===== src/rtl/mod_cfg_pkg.sv =====
// Shared definitions for the key-driven modulation parameter controller:
// mode encodings, update FSM states, event bit positions and default widths.
package mod_cfg_pkg;

  typedef enum logic [1:0] {
    MODE_ASK = 2'd0,
    MODE_FSK = 2'd1,
    MODE_PSK = 2'd2
  } mode_e;

  typedef enum logic {
    ST_IDLE  = 1'b0,
    ST_APPLY = 1'b1
  } upd_state_e;

  localparam int EV_MODE = 0;
  localparam int EV_UP   = 1;
  localparam int EV_DOWN = 2;

  localparam int DEF_NKEY    = 3;
  localparam int DEF_FW      = 2;
  localparam int DEF_NMODE   = 3;
  localparam int DEF_DEB_CYC = 20;

  // Mode register width; a single-bit field is kept even for one or two modes.
  function automatic int mode_width(input int nmode);
    return (nmode <= 2) ? 1 : $clog2(nmode);
  endfunction

endpackage


===== src/rtl/key_debounce.sv =====
// One raw active-low key: 2-FF synchroniser, mismatch counter and a registered
// one-cycle press pulse on the debounced 1->0 transition.
module key_debounce #(
  parameter int DEB_CYC = 20
) (
  input  logic clk,
  input  logic rst_n,
  input  logic key_raw,
  output logic level,
  output logic press
);

  localparam int CW = (DEB_CYC < 2) ? 1 : $clog2(DEB_CYC);
  localparam logic [CW-1:0] CNT_LAST = CW'(DEB_CYC - 1);

  logic          sync1;
  logic          sync2;
  logic [CW-1:0] cnt;

  always_ff @(posedge clk or negedge rst_n) begin
    if (!rst_n) begin
      sync1 <= 1'b1;
      sync2 <= 1'b1;
    end else begin
      sync1 <= key_raw;
      sync2 <= sync1;
    end
  end

  // Any agreement with the current level restarts the count, so only an
  // uninterrupted run of DEB_CYC differing samples flips the level.
  always_ff @(posedge clk or negedge rst_n) begin
    if (!rst_n) begin
      level <= 1'b1;
      cnt   <= '0;
      press <= 1'b0;
    end else begin
      press <= 1'b0;
      if (sync2 == level) begin
        cnt <= '0;
      end else if (cnt == CNT_LAST) begin
        level <= sync2;
        cnt   <= '0;
        press <= level;
      end else begin
        cnt <= cnt + 1'b1;
      end
    end
  end

endmodule


===== src/rtl/mod_param_ctrl.sv =====
// Key-driven modulation parameter controller: debounced key presses and
// auto-repeat step the modulation mode and carrier frequency code.
module mod_param_ctrl
  import mod_cfg_pkg::*;
#(
  parameter  int NKEY       = DEF_NKEY,
  parameter  int FW         = DEF_FW,
  parameter  int FREQ_MAX   = 3,
  parameter  int FREQ_RST   = 1,
  parameter  int NMODE      = DEF_NMODE,
  parameter  int DEB_CYC    = DEF_DEB_CYC,
  parameter  int REPEAT_CYC = 0,
  localparam int MW         = mode_width(NMODE)
) (
  input  logic            clk,
  input  logic            rst_n,
  input  logic [NKEY-1:0] key,
  input  logic            wrap_en,
  input  logic            cfg_lock,
  output logic [FW-1:0]   freq_code,
  output logic [MW-1:0]   mod_mode,
  output logic            cfg_valid
);

  localparam logic [FW-1:0] F_MAX  = FW'(FREQ_MAX);
  localparam logic [FW-1:0] F_RST  = FW'(FREQ_RST);
  localparam logic [MW-1:0] M_LAST = MW'(NMODE - 1);

  logic [NKEY-1:0] level;
  logic [NKEY-1:0] press;
  logic [2:1]      rep_ev;
  logic [2:0]      ev_q;
  logic [2:0]      pend;
  logic            pend_valid;
  logic [2:0]      src;
  logic [FW-1:0]   next_freq;
  logic [MW-1:0]   next_mode;
  upd_state_e      state;

  for (genvar i = 0; i < NKEY; i++) begin : g_key
    key_debounce #(
      .DEB_CYC(DEB_CYC)
    ) u_deb (
      .clk    (clk),
      .rst_n  (rst_n),
      .key_raw(key[i]),
      .level  (level[i]),
      .press  (press[i])
    );
  end

  logic unused_mode_level;
  assign unused_mode_level = level[EV_MODE];

  if (NKEY > 3) begin : g_extra_keys
    logic unused_extra;
    assign unused_extra = ^{level[NKEY-1:3], press[NKEY-1:3]};
  end

  // One shared repeat counter for both step keys; any level change on either
  // key (new press or release) restarts the period.
  if (REPEAT_CYC > 0) begin : g_rep
    localparam int RW = (REPEAT_CYC < 2) ? 1 : $clog2(REPEAT_CYC);
    localparam logic [RW-1:0] REP_LAST = RW'(REPEAT_CYC - 1);

    logic [RW-1:0] rep_cnt;
    logic [2:1]    level_q;
    logic          held;
    logic          rep_clr;

    assign held    = ~&level[2:1];
    assign rep_clr = !held || (level[2:1] != level_q);
    assign rep_ev  = (held && rep_cnt == REP_LAST) ? ~level[2:1] : 2'b00;

    always_ff @(posedge clk or negedge rst_n) begin
      if (!rst_n) begin
        rep_cnt <= '0;
        level_q <= 2'b11;
      end else begin
        level_q <= level[2:1];
        if (rep_clr || rep_cnt == REP_LAST) rep_cnt <= '0;
        else                                rep_cnt <= rep_cnt + 1'b1;
      end
    end
  end else begin : g_norep
    assign rep_ev = 2'b00;
  end

  always_ff @(posedge clk or negedge rst_n) begin
    if (!rst_n) ev_q <= '0;
    else        ev_q <= press[2:0] | {rep_ev, 1'b0};
  end

  assign src = pend_valid ? pend : ev_q;

  // Lowest set event wins; mode+up together restores the defaults.
  always_comb begin
    next_freq = freq_code;
    next_mode = mod_mode;
    if (src[EV_MODE] && src[EV_UP]) begin
      next_freq = F_RST;
      next_mode = MW'(MODE_ASK);
    end else if (src[EV_MODE]) begin
      next_mode = (mod_mode == M_LAST) ? '0 : mod_mode + 1'b1;
    end else if (src[EV_UP]) begin
      if (freq_code == F_MAX) next_freq = wrap_en ? '0 : F_MAX;
      else                    next_freq = freq_code + 1'b1;
    end else if (src[EV_DOWN]) begin
      if (freq_code == '0) next_freq = wrap_en ? F_MAX : '0;
      else                 next_freq = freq_code - 1'b1;
    end
  end

  // Events landing during APPLY wait in a single pending slot, newest kept.
  always_ff @(posedge clk or negedge rst_n) begin
    if (!rst_n) begin
      state      <= ST_IDLE;
      freq_code  <= F_RST;
      mod_mode   <= MW'(MODE_ASK);
      cfg_valid  <= 1'b0;
      pend       <= '0;
      pend_valid <= 1'b0;
    end else begin
      cfg_valid <= 1'b0;
      case (state)
        ST_IDLE: begin
          if (cfg_lock) begin
            pend_valid <= 1'b0;
          end else if (pend_valid || (|ev_q)) begin
            freq_code <= next_freq;
            mod_mode  <= next_mode;
            cfg_valid <= 1'b1;
            state     <= ST_APPLY;
            if (pend_valid) begin
              pend       <= ev_q;
              pend_valid <= |ev_q;
            end
          end
        end
        ST_APPLY: begin
          state <= ST_IDLE;
          if (cfg_lock) begin
            pend_valid <= 1'b0;
          end else if (|ev_q) begin
            pend       <= ev_q;
            pend_valid <= 1'b1;
          end
        end
        default: state <= ST_IDLE;
      endcase
    end
  end

endmodule


===== config.mk =====
export PLATFORM = sky130hd
export DESIGN_NAME = mod_param_ctrl
export DESIGN_NICKNAME = d
export VERILOG_FILES = /design/src/rtl/mod_cfg_pkg.sv /design/src/rtl/key_debounce.sv /design/src/rtl/mod_param_ctrl.sv
export SDC_FILE = /design/constraint.sdc
export NUM_CORES = 1
export LEC_CHECK = 0
export BUFFER_PORTS_ARGS = -buffer_cell sky130_fd_sc_hd__buf_2
export CAP_MARGIN = 40
export CORE_UTILIZATION = 50
export DETAILED_ROUTE_END_ITERATION = 12
export GPL_ROUTABILITY_DRIVEN = 0
export PLACE_DENSITY_LB_ADDON = 0.2
export SKIP_LAST_GASP = 1
export SYNTH_ARGS = -nofsm -noshare
export SYNTH_HDL_FRONTEND = slang
export SYNTH_HIERARCHICAL = 1
export SYNTH_SLANG_ARGS = --single-unit

===== constraint.sdc =====
create_clock -name clk -period 1.8 [get_ports clk]
set_input_delay 0.45 -clock clk [delete_from_list [all_inputs] [get_ports clk]]
set_output_delay 0.45 -clock clk [all_outputs]
set_load 0.01 [all_outputs]

==> impl_metrics.ini <==
[die]
fp.dieH_um = 61.8
die_area_mm2 = 0.00381
start_util = 0.527
core_mm2 = 0.00339
ios = 12
rows = 21
dieWidth_um = 61.8

[clock_tree]
htreeDepth = 2
postCtsSetupBuffers = 0
cts_tree = built
cts_resized = 0
clk_latency_ps = 330
cts-root-buf = clkbuf_4
cts_buffers = 5
cts_sinks = 39
cts_buffer_depth = 2
clkTransAtPathRegs_ps = 120
postCtsHoldBufs = 0

[place]
dpl_cell_area_mm2 = 0.00189
dp.cells = 198
hpwl_mm = 1.95
place.port_buffers = 11

[synthesis]
synth_top_family_by_area = simple AND/OR/NAND/NOR gates
synth-simple-area-share = 0.215
synth.distinct_cells = 33
synth_area_mm2 = 0.00179
synth_fp_nets = 153
yosys-mux-area-fraction = 0.0876
ys_seq_area_frac = 0.554
synth_fa_ha_area_frac = 0.0350
synthCells = 141
synth-compound-area-share = 0.0603
synth_seq_cells = 39
avgSynthCellArea_um2 = 12.7
yosysWarnings = 6
synth-xor-area-share = 0.0294

[critical_path]
endpoint_kind = flop
cp-startpoint = pend_valid
r2r-start = pend_valid
critPathKind = reg -> reg
reg2reg_depth = 4
r2r_slack_ps = 120
worst_ep_required_time_ps = 2070
crit_path_end = freq_code[0]
r2r_end = freq_code[0]
cp_data_arrival_time_ps = 1960
slowest_delay_ps = 520
cp_slowest_cell = dfrtp_1
path_cells = mux2i_1 -> o21ai_1 -> and2_1 -> a22o_1
cp-start-kind = flop
cp_max_fo = 7

[run]
drv_cap = 0

[power]
peakVddDrop_uv = 453
total_power_mw = 1.60
pwr_density_cell_mw_per_mm2 = 809
power_leakage_nw = 0.860

[final_layout]
diodes = 0
area_delta_synth_final_pct = 10.9
final_cells = 206
final_layout_size_suffix_gt1_frac = 0.338
final_common_cell = dfrtp_1
design_area_mm2 = 0.00198
mostFrequentLayoutCells = dfrtp_1 (29), buf_2 (11), dfstp_2 (10)
finalNetCount = 171

[sta]
setup_violations = 0
rsz0062_at_grt = no
fmax_mhz = 594
fin_crit_sh = 0.936
fin_crit_ps = 1680
finClkSkew_ps = 10.5
fin_tns_setup_ps = 0
whs_ps = 135
slew_headroom = 0.672
worst_slew_pin_slew_ps = 489
finalMaxSlewViolations = 0
hold_viol = 0

[global_routing]
grt.total_usage = 0.160
grt_pass1_vias = 1040
gr-total-overflow = 0
antenna_found_initial = 0
grt_max_degree = 40
grt_first_pass_wirelength_mm = 4.35

[detailed_routing]
wl_per_cell_um = 13.0
drt_pre_antenna_iters = 4
drt-total-wl_mm = 2.67
drc = 0
dr_total_vias = 1129
post_drt_via_cell_ratio = 5.48
drtIter0Drc = 44
ant_nets = 0

[status]
status = finished clean

[hold_path]
hp-class = in -> async
==> logic make-up (layout without fill, tap and decap cells) <==
logic type / after synthesis / count (layout)
buf+inv: 7 / 26
compound gates: 17 / 17
fa+ha+maj: 5 / 5
xor+xnor: 6 / 6
simple gates: 54 / 54
flops: 39 / 39
mux: 13 / 13
==> worst min path at each step <==
stage / start / end / slack [ps] / cells after the start
floorplan: rst_n / cfg_valid / 150 / 0
CTS: rst_n / g_key[0].u_deb/cnt[4] / 140 / 2
global placement: g_key[0].u_deb/press / ev_q[0] / 330 / 0
finish: rst_n / g_key[0].u_deb/cnt[3] / 140 / 2
detailed placement: g_key[0].u_deb/press / ev_q[0] / 340 / 0
global route: rst_n / g_key[0].u_deb/cnt[4] / 170 / 2
==> state kept, by name, indices dropped and copies added, names as in the netlist <==
name               flops
g_key.u_deb/cnt       15
ev_q                   3
g_key.u_deb/level      3
g_key.u_deb/press      3
g_key.u_deb/sync1      3
g_key.u_deb/sync2      3
pend                   3
freq_code              2
mod_mode               2
cfg_valid              1
pend_valid             1
==> critical path: cells and delay by family (launching register included) <==
| family | cells | cell delay, ps |
|---|---|---|
| simple gates | 1 | 230 |
| mux | 1 | 470 |
| flops | 1 | 520 |
| compound gates | 2 | 410 |
==> power by group <==
group,switching (mW),internal [mW]
registers,0.0202,0.905
logic,0.0417,0.0293
clock network,0.279,0.328
==> metal layers <==
metal	wire length, µm	track usage	vias to the layer above
li1	-	-	537
met3	110	0.0497	5
met4	28	0.0571	0
met1	1220	0.198	562
met5	0	0	-
met2	1310	0.264	25
==> cell usage after synthesis <==
cell | n | area (µm²)
dfrtp_1 | 29 | 726
dfstp_2 | 10 | 263
nand3_1 | 7 | 35.0
nor3_1 | 7 | 35.0
inv_1 | 6 | 22.5
nand2_1 | 6 | 22.5
nand3b_1 | 6 | 45.0
nor2_1 | 6 | 22.5
a21oi_1 | 5 | 25.0
ha_1 | 5 | 62.6
mux2_2 | 5 | 56.3
mux2_4 | 4 | 60.1
mux2i_1 | 4 | 40.0
o21ai_0 | 4 | 20.0
a31oi_1 | 3 | 18.8
and2b_2 | 3 | 26.3
and3b_2 | 3 | 30.0
nand2b_4 | 3 | 41.3
nand4b_1 | 3 | 26.3
nor2b_1 | 3 | 18.8
nor3_4 | 3 | 48.8
xnor2_1 | 3 | 26.3
xor2_1 | 3 | 26.3
a211oi_1 | 1 | 7.51
a22o_1 | 1 | 8.76
a41oi_2 | 1 | 16.3
and2_1 | 1 | 6.26
buf_6 | 1 | 11.3
nor4_1 | 1 | 6.26
o21ai_1 | 1 | 5.00
o22ai_1 | 1 | 6.26
or2_2 | 1 | 6.26
or4b_4 | 1 | 13.8
==> final cells by class <==
cell class / instances / area, µm²
clock inverter: 2 / 35.0
tap: 46 / 57.6
clock buffer: 6 / 51.3
inverter: 6 / 22.5
timing repair buffer: 12 / 62.6
multi-input combinational: 95 / 763
fill: 284 / 1410
sequential: 39 / 988
==> metrics by stage <==
stage | util | setup slack (ps)
finish | 0.584 | 115
global placement | 0.559 | 231
floorplan | - | 214
detailed placement | 0.559 | 163
global route | 0.584 | 31.3
CTS | 0.584 | 137
No activity file was read; power rests on OpenSTA's default activity.
